--- config.mk ---
export PLATFORM = sky130hd
export DESIGN_NAME = vga_capture
export DESIGN_NICKNAME = d
export VERILOG_FILES = /design/src/rtl/vga_capture.sv
export SDC_FILE = /design/constraint.sdc
export NUM_CORES = 1
export LEC_CHECK = 0
export BUFFER_PORTS_ARGS = -buffer_cell sky130_fd_sc_hd__buf_4
export CORE_ASPECT_RATIO = 0.8
export CORE_MARGIN = 5
export CORE_UTILIZATION = 46
export CTS_CLUSTER_SIZE = 40
export DETAILED_ROUTE_END_ITERATION = 7
export PLACE_DENSITY = 0.72
export SLEW_MARGIN = 40
export SYNTH_ARGS = -nofsm -noshare
export SYNTH_HDL_FRONTEND = slang
export SYNTH_SLANG_ARGS = --single-unit
--- constraint.sdc ---
create_clock -name clk -period 9.7 [get_ports clk]
set_clock_uncertainty 0.1 [all_clocks]
set_input_delay 1.94 -clock clk [delete_from_list [all_inputs] [get_ports clk]]
set_output_delay 1.94 -clock clk [all_outputs]
set_load 0.02 [all_outputs]
--- src/rtl/vga_capture.sv ---
`default_nettype none
// ============================================================================
//  Module   : vga_capture
//  Purpose  : VGA output sink. Samples HS/VS/BLANK/RGB on the pixel strobe,
//             measures frame geometry against H_ACTIVE x V_ACTIVE and, once a
//             clean frame has been seen, re-emits the visible pixels of the
//             following frames as a ready/valid stream through a small FIFO.
//  Ports    : clk, reset             - clock, synchronous active-high reset
//             pix_en                 - pixel strobe (inputs sampled when 1)
//             vga_hs/vs/blank/r/g/b  - VGA input (syncs active-low, BLANK_N)
//             out_data/valid/ready   - pixel stream {R,G,B} or {Y,Y,Y}
//             out_sop/out_eop        - first / last pixel of a frame
//             x_pos, y_pos           - current column count and line
//             locked, geom_err       - geometry status / mismatch pulse
//             overflow, clr_err      - sticky FIFO drop flag and its clear
//  Options  : CAPTURE_GRAY_EN - emit luma {Y,Y,Y} through an extra register
//             stage; undefined emits {R,G,B} with no multipliers.
//  Revision : 1.0 - initial release
// ============================================================================
module vga_capture #(
    parameter int H_ACTIVE   = 640,
    parameter int V_ACTIVE   = 480,
    parameter int FIFO_DEPTH = 16,
    parameter int XW         = 10,
    parameter int YW         = 10
) (
    input  logic          clk,
    input  logic          reset,
    input  logic          pix_en,
    input  logic          vga_hs,
    input  logic          vga_vs,
    input  logic          vga_blank,
    input  logic [7:0]    vga_r,
    input  logic [7:0]    vga_g,
    input  logic [7:0]    vga_b,
    output logic [23:0]   out_data,
    output logic          out_valid,
    input  logic          out_ready,
    output logic          out_sop,
    output logic          out_eop,
    output logic [XW-1:0] x_pos,
    output logic [YW-1:0] y_pos,
    output logic          locked,
    output logic          geom_err,
    output logic          overflow,
    input  logic          clr_err
);

    localparam int            c_AW       = $clog2(FIFO_DEPTH);
    localparam logic [1:0]    c_IDLE     = 2'd0;
    localparam logic [1:0]    c_WAIT_ACT = 2'd1;
    localparam logic [1:0]    c_ACTIVE   = 2'd2;
    localparam logic [XW-1:0] c_X_FULL   = XW'(H_ACTIVE);
    localparam logic [XW-1:0] c_X_LAST   = XW'(H_ACTIVE - 1);
    localparam logic [YW-1:0] c_Y_FULL   = YW'(V_ACTIVE);
    localparam logic [YW-1:0] c_Y_LAST   = YW'(V_ACTIVE - 1);
    localparam logic [c_AW:0] c_CNT_FULL = (c_AW + 1)'(FIFO_DEPTH);
    localparam logic [c_AW:0] c_CNT_ONE  = (c_AW + 1)'(1);
    localparam logic [c_AW-1:0] c_PTR_ONE = c_AW'(1);

    // ------------------------------------------------------------------
    // Sampled copies of the sync/blank inputs, advanced on pix_en only
    // ------------------------------------------------------------------
    logic r_vs_q, r_hs_q, r_blank_q;

    always_ff @(posedge clk) begin
        if (reset) begin
            r_vs_q    <= 1'b0;
            r_hs_q    <= 1'b0;
            r_blank_q <= 1'b0;
        end else if (pix_en) begin
            r_vs_q    <= vga_vs;
            r_hs_q    <= vga_hs;
            r_blank_q <= vga_blank;
        end
    end

    logic w_vs_fall, w_line_end, w_visible;
    assign w_vs_fall  = pix_en & r_vs_q & ~vga_vs;
    assign w_line_end = pix_en & r_blank_q & ~vga_blank;
    // A visible sample that coincides with a VS fall is discarded.
    assign w_visible  = pix_en & vga_blank & ~w_vs_fall;

    // ------------------------------------------------------------------
    // Capture state
    // ------------------------------------------------------------------
    logic [1:0]    r_state;
    logic [XW-1:0] r_x;
    logic [YW-1:0] r_y;
    logic          r_locked, r_fwd, r_frame_err, r_geom_err, r_overflow;
    logic          w_drop;

    // Coordinates of the pixel being sampled this cycle. The sample that
    // moves WAIT_ACT -> ACTIVE is pixel (0,0) regardless of stale counters.
    logic [XW-1:0] w_cur_x;
    logic [YW-1:0] w_cur_y;
    assign w_cur_x = (r_state == c_ACTIVE) ? r_x : '0;
    assign w_cur_y = (r_state == c_ACTIVE) ? r_y : '0;

    logic w_pix_wr, w_pix_sop, w_pix_eop;
    assign w_pix_wr  = w_visible & (((r_state == c_ACTIVE)   & r_fwd) |
                                    ((r_state == c_WAIT_ACT) & r_locked));
    assign w_pix_sop = (w_cur_x == '0) & (w_cur_y == '0);
    assign w_pix_eop = (w_cur_x == c_X_LAST) & (w_cur_y == c_Y_LAST);

    always_ff @(posedge clk) begin
        if (reset) begin
            r_state     <= c_IDLE;
            r_x         <= '0;
            r_y         <= '0;
            r_locked    <= 1'b0;
            r_fwd       <= 1'b0;
            r_frame_err <= 1'b0;
            r_geom_err  <= 1'b0;
            r_overflow  <= 1'b0;
        end else begin
            r_geom_err <= 1'b0;
            case (r_state)
                c_IDLE: begin
                    if (w_vs_fall) r_state <= c_WAIT_ACT;
                end
                c_WAIT_ACT: begin
                    if (w_vs_fall) begin
                        // A frame that never showed a visible line.
                        r_geom_err <= 1'b1;
                        r_locked   <= 1'b0;
                    end else if (w_visible) begin
                        // Counters restart at (0,0); the entry sample is
                        // itself visible, so it is already counted in x.
                        r_state     <= c_ACTIVE;
                        r_x         <= XW'(1);
                        r_y         <= '0;
                        r_fwd       <= r_locked;
                        r_frame_err <= 1'b0;
                    end
                end
                c_ACTIVE: begin
                    if (w_vs_fall) begin
                        r_state    <= c_WAIT_ACT;
                        r_geom_err <= (r_y != c_Y_FULL) | vga_blank;
                        r_locked   <= ~r_frame_err & (r_y == c_Y_FULL) & ~vga_blank;
                    end else begin
                        if (w_visible && r_x != '1) r_x <= r_x + XW'(1);
                        if (w_line_end) begin
                            if (r_x != c_X_FULL) begin
                                r_geom_err  <= 1'b1;
                                r_locked    <= 1'b0;
                                r_frame_err <= 1'b1;
                            end
                            r_x <= '0;
                            if (r_y != '1) r_y <= r_y + YW'(1);
                        end
                    end
                end
                default: r_state <= c_IDLE;
            endcase
            // A drop stops forwarding until the next frame start so that a
            // truncated frame never produces an EOP.
            if (w_drop) r_fwd <= 1'b0;
            if (w_drop)       r_overflow <= 1'b1;
            else if (clr_err) r_overflow <= 1'b0;
        end
    end

    // ------------------------------------------------------------------
    // Pixel formatting ahead of the FIFO write port
    // ------------------------------------------------------------------
    logic        w_wr_req, w_wr_sop, w_wr_eop;
    logic [23:0] w_wr_data;
    logic        w_unused;

`ifdef CAPTURE_GRAY_EN
    logic [15:0] w_acc;
    logic        r_stg_wr, r_stg_sop, r_stg_eop;
    logic [23:0] r_stg_data;

    // Coefficients sum to 256, so the 16-bit accumulator cannot overflow.
    assign w_acc = (16'd77  * {8'd0, vga_r}) +
                   (16'd150 * {8'd0, vga_g}) +
                   (16'd29  * {8'd0, vga_b});

    always_ff @(posedge clk) begin
        if (reset) begin
            r_stg_wr   <= 1'b0;
            r_stg_sop  <= 1'b0;
            r_stg_eop  <= 1'b0;
            r_stg_data <= '0;
        end else begin
            // A pixel entering the stage on the drop cycle belongs to the
            // frame being abandoned.
            r_stg_wr   <= w_pix_wr & ~w_drop;
            r_stg_sop  <= w_pix_sop;
            r_stg_eop  <= w_pix_eop;
            r_stg_data <= {w_acc[15:8], w_acc[15:8], w_acc[15:8]};
        end
    end

    assign w_wr_req  = r_stg_wr;
    assign w_wr_sop  = r_stg_sop;
    assign w_wr_eop  = r_stg_eop;
    assign w_wr_data = r_stg_data;
    assign w_unused  = ^{r_hs_q, w_acc[7:0]};
`else
    assign w_wr_req  = w_pix_wr;
    assign w_wr_sop  = w_pix_sop;
    assign w_wr_eop  = w_pix_eop;
    assign w_wr_data = {vga_r, vga_g, vga_b};
    assign w_unused  = r_hs_q;
`endif

    // ------------------------------------------------------------------
    // Output FIFO: {data, sop, eop} per entry
    // ------------------------------------------------------------------
    logic [25:0]     r_mem [FIFO_DEPTH];
    logic [c_AW-1:0] r_wr_ptr, r_rd_ptr;
    logic [c_AW:0]   r_count;
    logic            w_rd, w_wr, w_full;
    logic [25:0]     w_head;

    assign w_full = (r_count == c_CNT_FULL);
    assign w_rd   = out_valid & out_ready;
    // A read in the same cycle frees the slot the write needs.
    assign w_drop = w_wr_req & w_full & ~w_rd;
    assign w_wr   = w_wr_req & ~w_drop;

    always_ff @(posedge clk) begin
        if (w_wr) r_mem[r_wr_ptr] <= {w_wr_data, w_wr_sop, w_wr_eop};
    end

    always_ff @(posedge clk) begin
        if (reset) begin
            r_wr_ptr <= '0;
            r_rd_ptr <= '0;
            r_count  <= '0;
        end else begin
            if (w_wr) r_wr_ptr <= r_wr_ptr + c_PTR_ONE;
            if (w_rd) r_rd_ptr <= r_rd_ptr + c_PTR_ONE;
            case ({w_wr, w_rd})
                2'b10:   r_count <= r_count + c_CNT_ONE;
                2'b01:   r_count <= r_count - c_CNT_ONE;
                default: r_count <= r_count;
            endcase
        end
    end

    assign w_head    = r_mem[r_rd_ptr];
    assign out_valid = (r_count != '0);
    // Head entry is masked while empty so every output reads 0 after reset.
    assign out_data  = out_valid ? w_head[25:2] : '0;
    assign out_sop   = out_valid & w_head[1];
    assign out_eop   = out_valid & w_head[0];

    assign x_pos    = r_x;
    assign y_pos    = r_y;
    assign locked   = r_locked;
    assign geom_err = r_geom_err;
    assign overflow = r_overflow;

endmodule
`default_nettype wire

Yosys cells after proc, flatten, opt, wreduce, memory -nomap -nowiden
Memories as Yosys holds them, arrays and structs flattened. A register that Yosys moved wholly into a read port is not among the register bits.
Cells that the tools add are included.
{"block": "word_totals", "reg_bits": 42, "mem_bits_rw": 416, "word_cells": 128, "input_bits": 32, "memories": 1}
{"block": "classes", "n_mux": 42, "n_eq_ne": 23, "n_addsub": 6, "bitwise_logic": 27, "n_reduce_logical": 16}
{"memory": "r_mem", "depth": 16, "word_bits": 26, "read_ports": 1, "rd_ports_with_merged_regs": 1, "wr": 1, "line_no": "214", "source": "logic [25:0] r_mem [FIFO_DEPTH];"}
{"operator": "two-way mux 10 bit", "n": 12}
{"operator": "one-hot mux 10 bit (2 select lines)", "n": 2}
{"operator": "!= test 10 bit (second input constant)", "n": 3}
{"operator": "two-way mux 24 bit", "n": 1}
{"operator": "adder 10 x 1 -> 10 bit (second input constant)", "n": 2}
{"operator": "equality test 10 x 9 -> 1 bit (second input constant)", "n": 2}
{"operator": "logical NOT 10 bit", "n": 2}
{"operator": "AND 1 bit", "n": 19}
{"operator": "two-way mux 1 bit", "n": 17}
{"operator": "AND reduction 6 bit", "n": 2}
{"operator": "equality test 10 bit (second input constant)", "n": 1}
{"operator": "!= test 10 x 9 -> 1 bit (second input constant)", "n": 1}
{"operator": "!= test 2 bit (second input constant)", "n": 5}
{"operator": "one-hot mux 5 bit (2 select lines)", "n": 1}
{"operator": "adder 4 x 1 -> 4 bit (second input constant)", "n": 2}
{"operator": "two-way mux 4 bit", "n": 2}
{"operator": "two-way mux 2 bit", "n": 3}
{"operator": "!= test 2 x 1 -> 1 bit (second input constant)", "n": 3}
{"operator": "!= test 3 x 2 -> 1 bit (second input constant)", "n": 2}
{"operator": "inverter 1 bit", "n": 6}
{"operator": "one-hot mux 1 bit (2 select lines)", "n": 3}
{"operator": "AND reduction 3 bit", "n": 2}
{"operator": "nonzero test 2 bit", "n": 3}
{"operator": "adder 5 x 1 -> 5 bit (second input constant)", "n": 1}
{"operator": "other kinds (13)", "n": 17}

Logic depth before layout (Yosys ltp)
{"block": "logic_depth", "depth_word": 11, "mapped_depth": 13, "depth_no_buf": 12}

Worst setup path after synthesis
OpenSTA, ideal clock, no wires.
{"block": "synth_timing", "kind": "input port to flip-flop", "from": "in pix_en", "to": "mem r_mem[0][0], enable pin", "arrival_ns": 5.276, "path_buffers": 2, "setup_ns": 0.475, "path_stages": 6, "setup_slack_ns": 3.850, "path_cell_list": "buf_4 > and2_1 > clkbuf_1 > and3_1 > nand2_2 > nor4_1"}
{"block": "synth_between", "elab_chain_cells": 11, "word_cells_on_any_way": 12}
{"element": "from (decl)", "line_no": "29", "source": "input logic pix_en,"}
{"element": "AND 1 bit (2 in a row)", "line_no": "79", "source": "assign w_vs_fall = pix_en & r_vs_q & ~vga_vs;"}
{"element": "inverter 1 bit (no line)"}
{"element": "AND 1 bit *", "line_no": "82", "source": "assign w_visible = pix_en & vga_blank & ~w_vs_fall;"}
{"element": "AND 1 bit *", "line_no": "101", "source": "assign w_pix_wr = w_visible & (((r_state == c_ACTIVE) & r_fwd) |"}
{"element": "AND 1 bit (2 in a row)", "line_no": "223", "source": "assign w_drop = w_wr_req & w_full & ~w_rd;"}
{"element": "inverter 1 bit", "line_no": "224", "source": "assign w_wr = w_wr_req & ~w_drop;"}
{"element": "AND 1 bit *", "line_no": "224"}
{"element": "two-way mux 1 bit *", "line_no": "227", "source": "if (w_wr) r_mem[r_wr_ptr] <= {w_wr_data, w_wr_sop, w_wr_eop};"}
{"element": "two-way mux 1 bit (implied by the code) *", "line_no": "227"}
{"element": "to (decl)", "line_no": "214"}
Every way passes the cells marked *; elsewhere a longest branch is shown, timed or not.

Worst setup path in the final report
{"block": "layout_timing", "from": "reg r_count[0]", "to": "out out_eop"}
{"block": "layout_between", "elab_chain_cells": 2}
{"element": "from (decl)", "line_no": "216", "source": "logic [c_AW:0] r_count;"}
{"element": "from (signal assigned)", "line_no": "239", "source": "2'b10: r_count <= r_count + c_CNT_ONE;"}
{"element": "from (signal assigned)", "line_no": "240", "source": "2'b01: r_count <= r_count - c_CNT_ONE;"}
{"element": "from (signal assigned)", "line_no": "241", "source": "default: r_count <= r_count;"}
{"element": "nonzero test 5 bit", "line_no": "247", "source": "assign out_valid = (r_count != '0);"}
{"element": "AND 1 bit", "line_no": "251", "source": "assign out_eop = out_valid & w_head[0];"}
{"element": "to (decl)", "line_no": "40", "source": "output logic out_eop,"}
No other way between the ends.

==> impl_metrics.ini <==
[die]
dieArea_um2 = 44300
start_util_pct = 46.7
io_pins = 82
num_rows = 65
coreArea_um2 = 39600
die_x_um = 234
dieHeight_um = 189

[setup_path]
crit_top_cell = buf_4
cp.required_ps = 7660
crit_buf_inv = 2
crit_chain = or4_4, or2_2, nand2_1, buf_4, o22ai_1, buf_4
critPathSlowestCell = or4_4
crit_path_end_kind = output port
crit_type = reg -> out
cp-start-kind = flop
path_max_fanout = 14
crit_arrival_ps = 3250
crit_family = simple AND/OR/NAND/NOR gates
slowest_delay_ps = 580

[timing]
maxSlewViolCount = 0
slew_headroom_pct = 42.7
tightest_slew_ps = 860
period_share_pct = 54.6
rsz0062_at_grt = false
fmax_ghz = 0.189
hold_viol_final = 0
setup_tns_ps = 0
fin_ws_ps = 4410
finalCriticalPeriod_ps = 5290
setup_viol = 0

[synthesis]
synth-seq-area-share_pct = 72.6
synth_flop_cell = edfxtp_1
avgSynthCellArea_um2 = 18.9
syn-num-nets = 1026
synth_warnings = 0
synth-seq-cells = 462
syn_area_um2 = 18500
syn-instance-count = 976
synth.distinct_cells = 69
async_flop_share_pct = 0
synth-edff-count = 416

[place]
post-place-ws_ps = 4930
placed_cells = 1563
routabilityCongestion = 0.832
dp_hpwl_mm = 21.8
port_buffers = 80

[power]
p_leak_nw = 6.65
power_frac_comb_pct = 22.4
power_density_nw_per_um2 = 235
clkPwrFrac_pct = 33.0
seqPwrFrac_pct = 44.6
vdd_drop_max_v = 0.000151
p_int_w = 0.00366
switchingPower_w = 0.00134
switching_share_pct = 26.8

[final_layout]
fin_nets = 1124
final_util_pct = 53.8
final_cells = 1640
area_growth_pct = 15.3
fillers = 3035
drive_gt1_share_pct = 26.9

[cts]
cts_resized = 0
numCtsBuffers = 45
root_buffer = clkbuf_16
cts_setup_buffers = 0
cts_buffer_depth = 3
clk_pin_slew_worst_paths_ps = 60
cts_max_level = 2
cts_hold_buf = 0
clk_latency_ps = 560
cts_tree = built
cts_sinks = 462

[drt]
wl_per_cell_um = 23.4
wirelength_mm = 38.3
ant_nets = 0
route.detailed.drc = 0
drt-pass1-iter-count = 4
viasPerCell = 5.78
drtIter0Drc = 823
dr_total_vias = 9474

[run]
maxCapViolations = 0

[global_routing]
grt_pass1_vias = 9595
grt_overflow = 0
grt_max_degree = 60
grt_pass1_wl_mm = 58.4
grt_usage_pct = 17.3
antenna_found_initial = 1

[outcome]
status = finished, final reports clean

[worst_hold_path]
hold_class = reg -> reg
[cells by family after synthesis]
logic type / after synthesis / synth area share [%]
buf+inv: 65 / 1.48
mux: 163 / 15.9
fa+ha+maj: 18 / 1.26
xor+xnor: 7 / 0.332
flops: 462 / 72.6
compound gates: 93 / 3.39
simple gates: 168 / 5.10
[cell usage after synthesis (8+ instances only)]
cell type | instances | area, µm²
a21oi_1 | 12 | 60.1
and2_1 | 12 | 75.1
and3_1 | 9 | 56.3
buf_1 | 13 | 48.8
buf_2 | 14 | 70.1
clkbuf_1 | 20 | 75.1
dfxtp_1 | 46 | 921
edfxtp_1 | 416 | 12500
ha_1 | 17 | 213
inv_1 | 14 | 52.6
mux2i_1 | 57 | 571
mux4_2 | 104 | 2340
nand2_1 | 29 | 109
nand3_1 | 19 | 95.1
nand4_1 | 10 | 62.6
nor2_1 | 29 | 109
nor3_1 | 8 | 40.0
nor4_1 | 10 | 62.6
o21ai_0 | 15 | 75.1
o22ai_1 | 26 | 163
[final timing paths]
| path | from | endpoint | slack, ps | cells past startpoint |
|---|---|---|---|---|
| setup / recovery | r_count[0] | out_eop | 4410 | 6 |
| hold / removal | overflow | overflow | 390 | 2 |
| hold reg to reg | overflow | overflow | 390 | 2 |
| setup reg to reg | r_state[0] | r_mem[12][17] | 6310 | 8 |
[stage by stage]
step / cell area (µm²) / power (W) / hold WS [ps]
after detailed placement: 19900 / 0.00341 / 384
final: 21300 / 0.00500 / 386
after floorplan: 18500 / 0.00308 / 367
after global placement: 19700 / 0.00339 / 367
after global routing: 21300 / 0.00522 / 432
after CTS: 21300 / 0.00505 / 393
[layout by cell type, fill, tap and decap left out, types with 8 or more instances in the layout]
master,instances
and2_4,8
edfxtp_1,416
o22ai_1,26
clkbuf_1,11
ha_1,17
mux4_2,104
nor3_1,8
inv_1,14
o21ai_0,15
nand3_1,19
a21oi_1,12
buf_4,89
dfxtp_1,43
nand4_1,10
clkinv_1,8
nand2_1,29
mux2i_1,57
and3_1,9
nor2_1,25
clkbuf_16,45
[power groups by stage]
stage / sequential [W] / combinational [W] / clock [W]
floorplan: 0.00224 / 0.000840 / 0
global placement: 0.00227 / 0.00112 / 0
detailed placement: 0.00227 / 0.00113 / 0
CTS: 0.00223 / 0.00114 / 0.00168
global route: 0.00224 / 0.00121 / 0.00177
finish: 0.00223 / 0.00112 / 0.00165
[area by class of cell]
type                    count  area [µm²]  area share [%]
inverters                  15        56.3           0.264
flip-flops and latches    462       13400            63.0
multi-input cells         449        4870            22.9
clock inverters            19         191           0.898
clock buffers              57        1180            5.54
well taps                 536         671            3.15
diodes                      1        2.50          0.0117
repair buffers            101         910            4.27
[metal layers]
layer,vias to the layer above,track usage (%),share of wire (%),wire (µm)
met5,-,0,0,0
met4,0,4.04,1.6,621
met3,45,3.66,6.5,2480
met2,303,26.8,48,18300
met1,4925,25.5,44,17000
li1,4201,-,-,-
[registers in the layout, indices dropped and copies added (netlist names), named ones only]
signal,cells
r_blank_q,1
r_count,5
r_mem,416
r_frame_err,1
y_pos,10
r_wr_ptr,4
x_pos,10
geom_err,1
r_state,2
r_vs_q,1
r_fwd,1
r_rd_ptr,4
locked,1
overflow,1
[worst min-delay path, cell delays in order (launching register included)]
cell and delay, ps:
dfxtp_1 310, nand2b_1 60, a21oi_1 60
No activity file was read; power rests on OpenSTA's default activity.
